$ cat config.mk
export PLATFORM = sky130hd
export DESIGN_NAME = iter_controller
export DESIGN_NICKNAME = d
export VERILOG_FILES = /design/src/rtl/iter_ctrl_pkg.sv /design/src/rtl/iter_controller_mod_counter.sv /design/src/rtl/iter_controller.sv
export SDC_FILE = /design/constraint.sdc
export NUM_CORES = 1
export LEC_CHECK = 0
export CAP_MARGIN = 25
export CORE_MARGIN = 4
export CORE_UTILIZATION = 45
export CTS_CLUSTER_DIAMETER = 120
export DETAILED_ROUTE_END_ITERATION = 7
export PLACE_DENSITY = 0.75
export SYNTH_ARGS = -nofsm -noshare
export SYNTH_HDL_FRONTEND = slang
export SYNTH_SLANG_ARGS = --single-unit
export TNS_END_PERCENT = 5
$ cat constraint.sdc
create_clock -name clk -period 1.7 [get_ports clk]
set_input_delay 0.34 -clock clk [delete_from_list [all_inputs] [get_ports clk]]
set_output_delay 0.34 -clock clk [all_outputs]
set_load 0.05 [all_outputs]
$ cat src/rtl/iter_ctrl_pkg.sv
// Shared types and width helpers for the iterative datapath controller.
package iter_ctrl_pkg;

    typedef enum logic [2:0] {
        IDLE  = 3'd0,
        INIT  = 3'd1,
        RUN   = 3'd2,
        DRAIN = 3'd3,
        WB    = 3'd4,
        CHECK = 3'd5,
        DONE  = 3'd6
    } state_e;

    // Index width for a counter reaching n-1; never narrower than one bit.
    function automatic int ch_width(input int n);
        return (n <= 1) ? 1 : $clog2(n);
    endfunction

    function automatic int it_width(input int max_iter);
        return $clog2(max_iter + 1);
    endfunction

endpackage

$ cat src/rtl/iter_controller_mod_counter.sv
// Up-counter with synchronous clear and enable; holds at MAX until cleared.
module mod_counter #(
    parameter int WIDTH = 4,
    parameter int MAX   = 15
) (
    input  logic             clk,
    input  logic             rst,
    input  logic             clr,
    input  logic             en,
    output logic [WIDTH-1:0] cnt,
    output logic             tc
);

    localparam logic [WIDTH-1:0] TERM = WIDTH'(MAX);

    logic [WIDTH-1:0] cnt_q, cnt_d;

    always_comb begin
        cnt_d = cnt_q;
        if (clr) begin
            cnt_d = '0;
        end else if (en && (cnt_q != TERM)) begin
            cnt_d = cnt_q + WIDTH'(1);
        end
    end

    always_ff @(posedge clk or posedge rst) begin
        if (rst) begin
            cnt_q <= '0;
        end else begin
            cnt_q <= cnt_d;
        end
    end

    assign cnt = cnt_q;
    assign tc  = (cnt_q == TERM);

endmodule

$ cat src/rtl/iter_controller.sv
// Moore controller sequencing init, per-channel MAC sweep, drain, write-back
// and convergence check. Define ITER_CTRL_TIMEOUT_EN to enable the MAX_ITER limit.
module iter_controller
    import iter_ctrl_pkg::*;
#(
    parameter  int N_CH     = 4,
    parameter  int MAC_LAT  = 2,
    parameter  int MAX_ITER = 15,
    localparam int CH_W     = ch_width(N_CH),
    localparam int IT_W     = it_width(MAX_ITER)
) (
    input  logic            clk,
    input  logic            rst,
    input  logic            start,
    input  logic            is_finished,
    output logic            init_w,
    output logic            init_x,
    output logic            load_a,
    output logic            load_sel,
    output logic            mac_en,
    output logic [CH_W-1:0] ch_sel,
    output logic            busy,
    output logic [IT_W-1:0] iter_cnt,
    output logic            done,
    output logic            timeout
);

    localparam int LAT_W   = ch_width(MAC_LAT);
    localparam int LAT_MAX = (MAC_LAT > 0) ? MAC_LAT - 1 : 0;

    state_e          state_q, state_d;
    logic [IT_W-1:0] iter_cnt_q, iter_cnt_d;
    logic [CH_W-1:0] ch_cnt;
    logic [LAT_W-1:0] lat_cnt;
    logic            ch_tc, lat_tc;
    logic            ch_clr, ch_en, lat_clr, lat_en;
    logic            at_limit;
    logic            unused_lat;

    // Channel counter is re-armed in INIT and in every CHECK so RUN starts at 0.
    assign ch_clr  = (state_q == INIT) || (state_q == CHECK);
    assign ch_en   = (state_q == RUN);
    assign lat_clr = (state_q != DRAIN);
    assign lat_en  = (state_q == DRAIN);

    mod_counter #(.WIDTH(CH_W), .MAX(N_CH - 1)) u_ch_cnt (
        .clk (clk),
        .rst (rst),
        .clr (ch_clr),
        .en  (ch_en),
        .cnt (ch_cnt),
        .tc  (ch_tc)
    );

    mod_counter #(.WIDTH(LAT_W), .MAX(LAT_MAX)) u_lat_cnt (
        .clk (clk),
        .rst (rst),
        .clr (lat_clr),
        .en  (lat_en),
        .cnt (lat_cnt),
        .tc  (lat_tc)
    );

    assign unused_lat = ^lat_cnt;

`ifdef ITER_CTRL_TIMEOUT_EN
    logic timeout_q, timeout_d;
    assign at_limit = (iter_cnt_q == IT_W'(MAX_ITER));
`else
    assign at_limit = 1'b0;
`endif

    always_comb begin
        state_d    = state_q;
        iter_cnt_d = iter_cnt_q;
`ifdef ITER_CTRL_TIMEOUT_EN
        timeout_d  = timeout_q;
`endif
        case (state_q)
            IDLE: if (start) state_d = INIT;
            INIT: begin
                iter_cnt_d = '0;
`ifdef ITER_CTRL_TIMEOUT_EN
                timeout_d  = 1'b0;
`endif
                if (!start) state_d = RUN;
            end
            RUN:   if (ch_tc) state_d = (MAC_LAT == 0) ? WB : DRAIN;
            DRAIN: if (lat_tc) state_d = WB;
            WB: begin
                if (iter_cnt_q != '1) iter_cnt_d = iter_cnt_q + IT_W'(1);
                state_d = CHECK;
            end
            CHECK: begin
                // Convergence takes priority over the iteration limit.
                if (is_finished) begin
                    state_d = DONE;
                end else if (at_limit) begin
                    state_d = DONE;
`ifdef ITER_CTRL_TIMEOUT_EN
                    timeout_d = 1'b1;
`endif
                end else begin
                    state_d = RUN;
                end
            end
            DONE:    state_d = IDLE;
            default: state_d = IDLE;
        endcase
    end

    always_ff @(posedge clk or posedge rst) begin
        if (rst) begin
            state_q    <= IDLE;
            iter_cnt_q <= '0;
`ifdef ITER_CTRL_TIMEOUT_EN
            timeout_q  <= 1'b0;
`endif
        end else begin
            state_q    <= state_d;
            iter_cnt_q <= iter_cnt_d;
`ifdef ITER_CTRL_TIMEOUT_EN
            timeout_q  <= timeout_d;
`endif
        end
    end

    always_comb begin
        init_w   = 1'b0;
        init_x   = 1'b0;
        load_a   = 1'b0;
        load_sel = 1'b0;
        mac_en   = 1'b0;
        ch_sel   = '0;
        done     = 1'b0;
        busy     = 1'b1;
        case (state_q)
            INIT: begin
                init_w   = 1'b1;
                init_x   = 1'b1;
                load_a   = 1'b1;
                load_sel = 1'b1;
            end
            RUN: begin
                mac_en = 1'b1;
                ch_sel = ch_cnt;
            end
            DRAIN:   ch_sel = ch_cnt;
            WB:      load_a = 1'b1;
            CHECK:   ;
            DONE:    done   = 1'b1;
            default: busy   = 1'b0;
        endcase
    end

    assign iter_cnt = iter_cnt_q;
`ifdef ITER_CTRL_TIMEOUT_EN
    assign timeout  = timeout_q;
`else
    assign timeout  = 1'b0;
`endif

endmodule

==> flow_metrics.env <==
export IMPL_status="complete, but fails checks"
export IMPL_violations="negative setup slack"
export IMPL_startpoint_type="register"
export IMPL_final_area_sq_um=953
export IMPL_yosysWarnings=0
export IMPL_drtAntennaViolNets=0
export IMPL_die_width_um=45.5
export IMPL_core_area_sq_um=1320
export IMPL_clk_pin_slew_worst_paths_ns=0.07
export IMPL_drtPass1Iterations=4
export IMPL_slowest_delay_ns=0.42
export IMPL_antenna_cells=0
export IMPL_remaining_drc_errors=0
export IMPL_drtIter0Drc=7
export IMPL_hold_buffers=0
export IMPL_end_kind="output port"
export IMPL_avgViaCountPerCell=5.33
export IMPL_yosysUniqueCellTypes=29
export IMPL_grt_max_degree=20
export IMPL_worst_clock_skew_ns=0.00817
export IMPL_drv_slew=0
export IMPL_maxCapViolations=0
export IMPL_powerDensity_nw_per_um2=2190
export IMPL_crit_type="register to output port"
export IMPL_period_share_pct=103
export IMPL_insertion_delay_ns=0.27
export IMPL_die_h_um=45.5
export IMPL_vdd_drop_max_mv=1.33
export IMPL_num_rows=13
export IMPL_nets=98
export IMPL_wl_um=1440
export IMPL_seq_area_frac_synth_pct=39.4
export IMPL_track_usage_pct=16.9
export IMPL_gp_congestion=0.725
export IMPL_postPlaceCellArea_sq_um=877
export IMPL_io_buffers=16
export IMPL_setup_violations=3
export IMPL_cp_buffers_inverters=2
export IMPL_max_freq_mhz=572
export IMPL_worst_slack_ns=-0.0496
export IMPL_min_period_ns=1.75
export IMPL_hold_class="input port to async pin"
export IMPL_die_area_sq_um=2070
export IMPL_utilization_pct=72.4
export IMPL_wire_per_inst_um=13.6
export IMPL_crit_arrival_ns=1.41
export IMPL_io_pins=18
export IMPL_antenna_found_initial=0
export IMPL_grt_pass1_wl_um=2370
export IMPL_synth_area_sq_um=634
export IMPL_first_global_vias=529
export IMPL_clockBufferDepth=2
export IMPL_vias=565
export IMPL_cts_htree_levels=1
export IMPL_rsz0062_at_grt="true"
export IMPL_n_fill_cell=104
export IMPL_cp_slowest_cell="or3b_4"
export IMPL_leakagePower_nw=0.454
export IMPL_tritoncts="yes"
export IMPL_syn_nets=77
export IMPL_cts_buffers=3
export IMPL_hold_ws_ns=0.341
export IMPL_cts_root_buf="clkbuf_4"
export IMPL_worstPathRequired_ns=1.36
export IMPL_overflow=0
export IMPL_syn_inst=71
export IMPL_clkSinkCount=10
export IMPL_cpLargestDelayFamily="simple AND/OR/NAND/NOR gates"
export IMPL_power_mw=2.09
export IMPL_syn_to_final_growth_pct=50.3
export IMPL_avgSynthCellArea_sq_um=8.93
export IMPL_crit_fanout=4
export IMPL_tns_ns=-0.140
export IMPL_ys_ff_latch=10
export IMPL_layout_drive_gt1_share_pct=33.0
export IMPL_worstPathCellList="or3b_4, clkinvlp_4, buf_12"
export IMPL_hold_viol_final=0
export IMPL_start_util_pct=48.1
export IMPL_hpwl_um=1050
==> worst reg2reg max path, cell delays in order, from the launching register on <==
cell	delay (ns)
dfrtp_1	0.40
buf_4	0.18
nand2b_1	0.16
a311o_1	0.40
mux2i_1	0.20
==> final timing paths <==
check                                                from                        end  slack, ns  cells after the start
worst max-delay path               state_q[1]$_DFFE_PP0P_                     init_w      -0.05                      3
worst min-delay path                                  rst     state_q[2]$_DFFE_PP0P_       0.34                      2
worst max register to register     state_q[1]$_DFFE_PP0P_    iter_cnt[1]$_DFFE_PP0P_       0.29                      4
worst min register to register  u_lat_cnt.cnt$_DFFE_PP0P_     state_q[2]$_DFFE_PP0P_       0.53                      1
max in group asynchronous                             rst  u_lat_cnt.cnt$_DFFE_PP0P_       1.07                      2
min in group clk                u_lat_cnt.cnt$_DFFE_PP0P_     state_q[2]$_DFFE_PP0P_       0.53                      1
==> cells in the mapped netlist <==
cell type  count  area (sq um)
a21o_1         1          7.51
buf_4          4          30.0
nor2_1         4          15.0
and2_1         3          18.8
xnor2_1        1          8.76
mux2i_1        3          30.0
o21a_1         1          7.51
a21oi_1        4          20.0
nand3b_1       1          7.51
or3b_1         1          8.76
and3_1         1          6.26
o22ai_1        1          6.26
dfrtp_1       10           250
nor3_1         1          5.00
nor4_1         2          12.5
o21ai_1        1          5.00
o21ai_0        2          10.0
conb_1         1          3.75
nand2b_1       2          12.5
nand3_1        1          5.00
a211oi_1       1          7.51
buf_2          3          15.0
ha_1           2          25.0
inv_1          4          15.0
a22o_1         4          35.0
nand2_1        6          22.5
a311o_1        1          10.0
nor2b_1        4          25.0
xor2_1         1          8.76
==> layer usage <==
metal / GRT usage [%] / up-vias / share of wire (%)
met3: 3.95 / 7 / 6.0
met4: 12.3 / 0 / 4.5
li1: - / 283 / -
met2: 26.5 / 20 / 46
met5: 0 / - / 0
met1: 19.8 / 255 / 43
==> flip-flops by register name, summed over array words and instances (netlist names) <==
name           cells
iter_cnt           4
state_q            3
u_lat_cnt.cnt      1
u_ch_cnt.cnt       2
==> cells by family (layout without fill, tap and decap cells) <==
logic type	Yosys count	after routing	synth area share, %
simple gates	26	26	21.9
fa+ha+maj	2	2	3.94
compound gates	16	16	17.2
other cells	1	1	0.591
mux	3	3	4.73
buf+inv	11	31	9.47
flops	10	10	39.4
xor+xnor	2	2	2.76
==> cells in the final DEF (no fill, tap or decap) <==
| master | synthesis | final |
|---|---|---|
| and3_1 | 1 | 1 |
| xnor2_1 | 1 | 1 |
| clkbuf_4 | 0 | 3 |
| nand3b_1 | 1 | 1 |
| a311o_1 | 1 | 1 |
| or3b_4 | 0 | 1 |
| ha_1 | 2 | 2 |
| o21a_1 | 1 | 1 |
| a22o_1 | 4 | 4 |
| nor4_1 | 2 | 2 |
| xor2_1 | 1 | 1 |
| buf_12 | 0 | 9 |
| inv_1 | 4 | 3 |
| and2_1 | 3 | 3 |
| mux2i_1 | 3 | 3 |
| clkdlybuf4s50_1 | 0 | 3 |
| a211oi_1 | 1 | 1 |
| clkinvlp_4 | 0 | 1 |
| dfrtp_1 | 10 | 10 |
| nor2b_2 | 0 | 2 |
| buf_4 | 4 | 11 |
| nand3_1 | 1 | 1 |
| a21oi_1 | 4 | 4 |
| nand2_1 | 6 | 6 |
| clkbuf_8 | 0 | 1 |
| nor2b_1 | 4 | 2 |
| o21ai_0 | 2 | 2 |
| conb_1 | 1 | 1 |
| nor2_1 | 4 | 2 |
| o22ai_1 | 1 | 1 |
| nor3_1 | 1 | 1 |
| nor2_2 | 0 | 2 |
| nand2b_1 | 2 | 2 |
| a21o_1 | 1 | 1 |
| o21ai_1 | 1 | 1 |
==> per-stage QoR <==
stage,cells,setup WS (ns)
6_report,106,-0.0496
5_1_grt,106,-0.101
4_1_cts,105,-0.0613
3_3_place_gp,98,0.167
3_5_place_dp,98,0.131
2_1_floorplan,71,-0.0874
==> power by group <==
| group | internal [mW] | switching, mW |
|---|---|---|
| Clock | 0.130 | 0.0876 |
| Sequential | 0.308 | 0.0629 |
| Combinational | 0.697 | 0.801 |
| Total | 1.14 | 0.951 |
==> final cells by class <==
class / instances / area, sq um / area share, %
clock buffers: 4 / 36.3 / 3.81
inverters: 4 / 18.8 / 1.97
multi-input cells: 50 / 337 / 35.3
flip-flops and latches: 10 / 250 / 26.2
well taps: 15 / 18.8 / 1.97
repair buffers: 23 / 293 / 30.7
==> what timing repair did <==
item | CTS | global route
setup buffers | 3 | 1
pin swaps | 2 | 1
setup endpoints to repair | 6 | 8
gates cloned | 0 | 0
gates resized for setup | 2 | 2
Note: power is estimated with default switching activity, not from simulation.
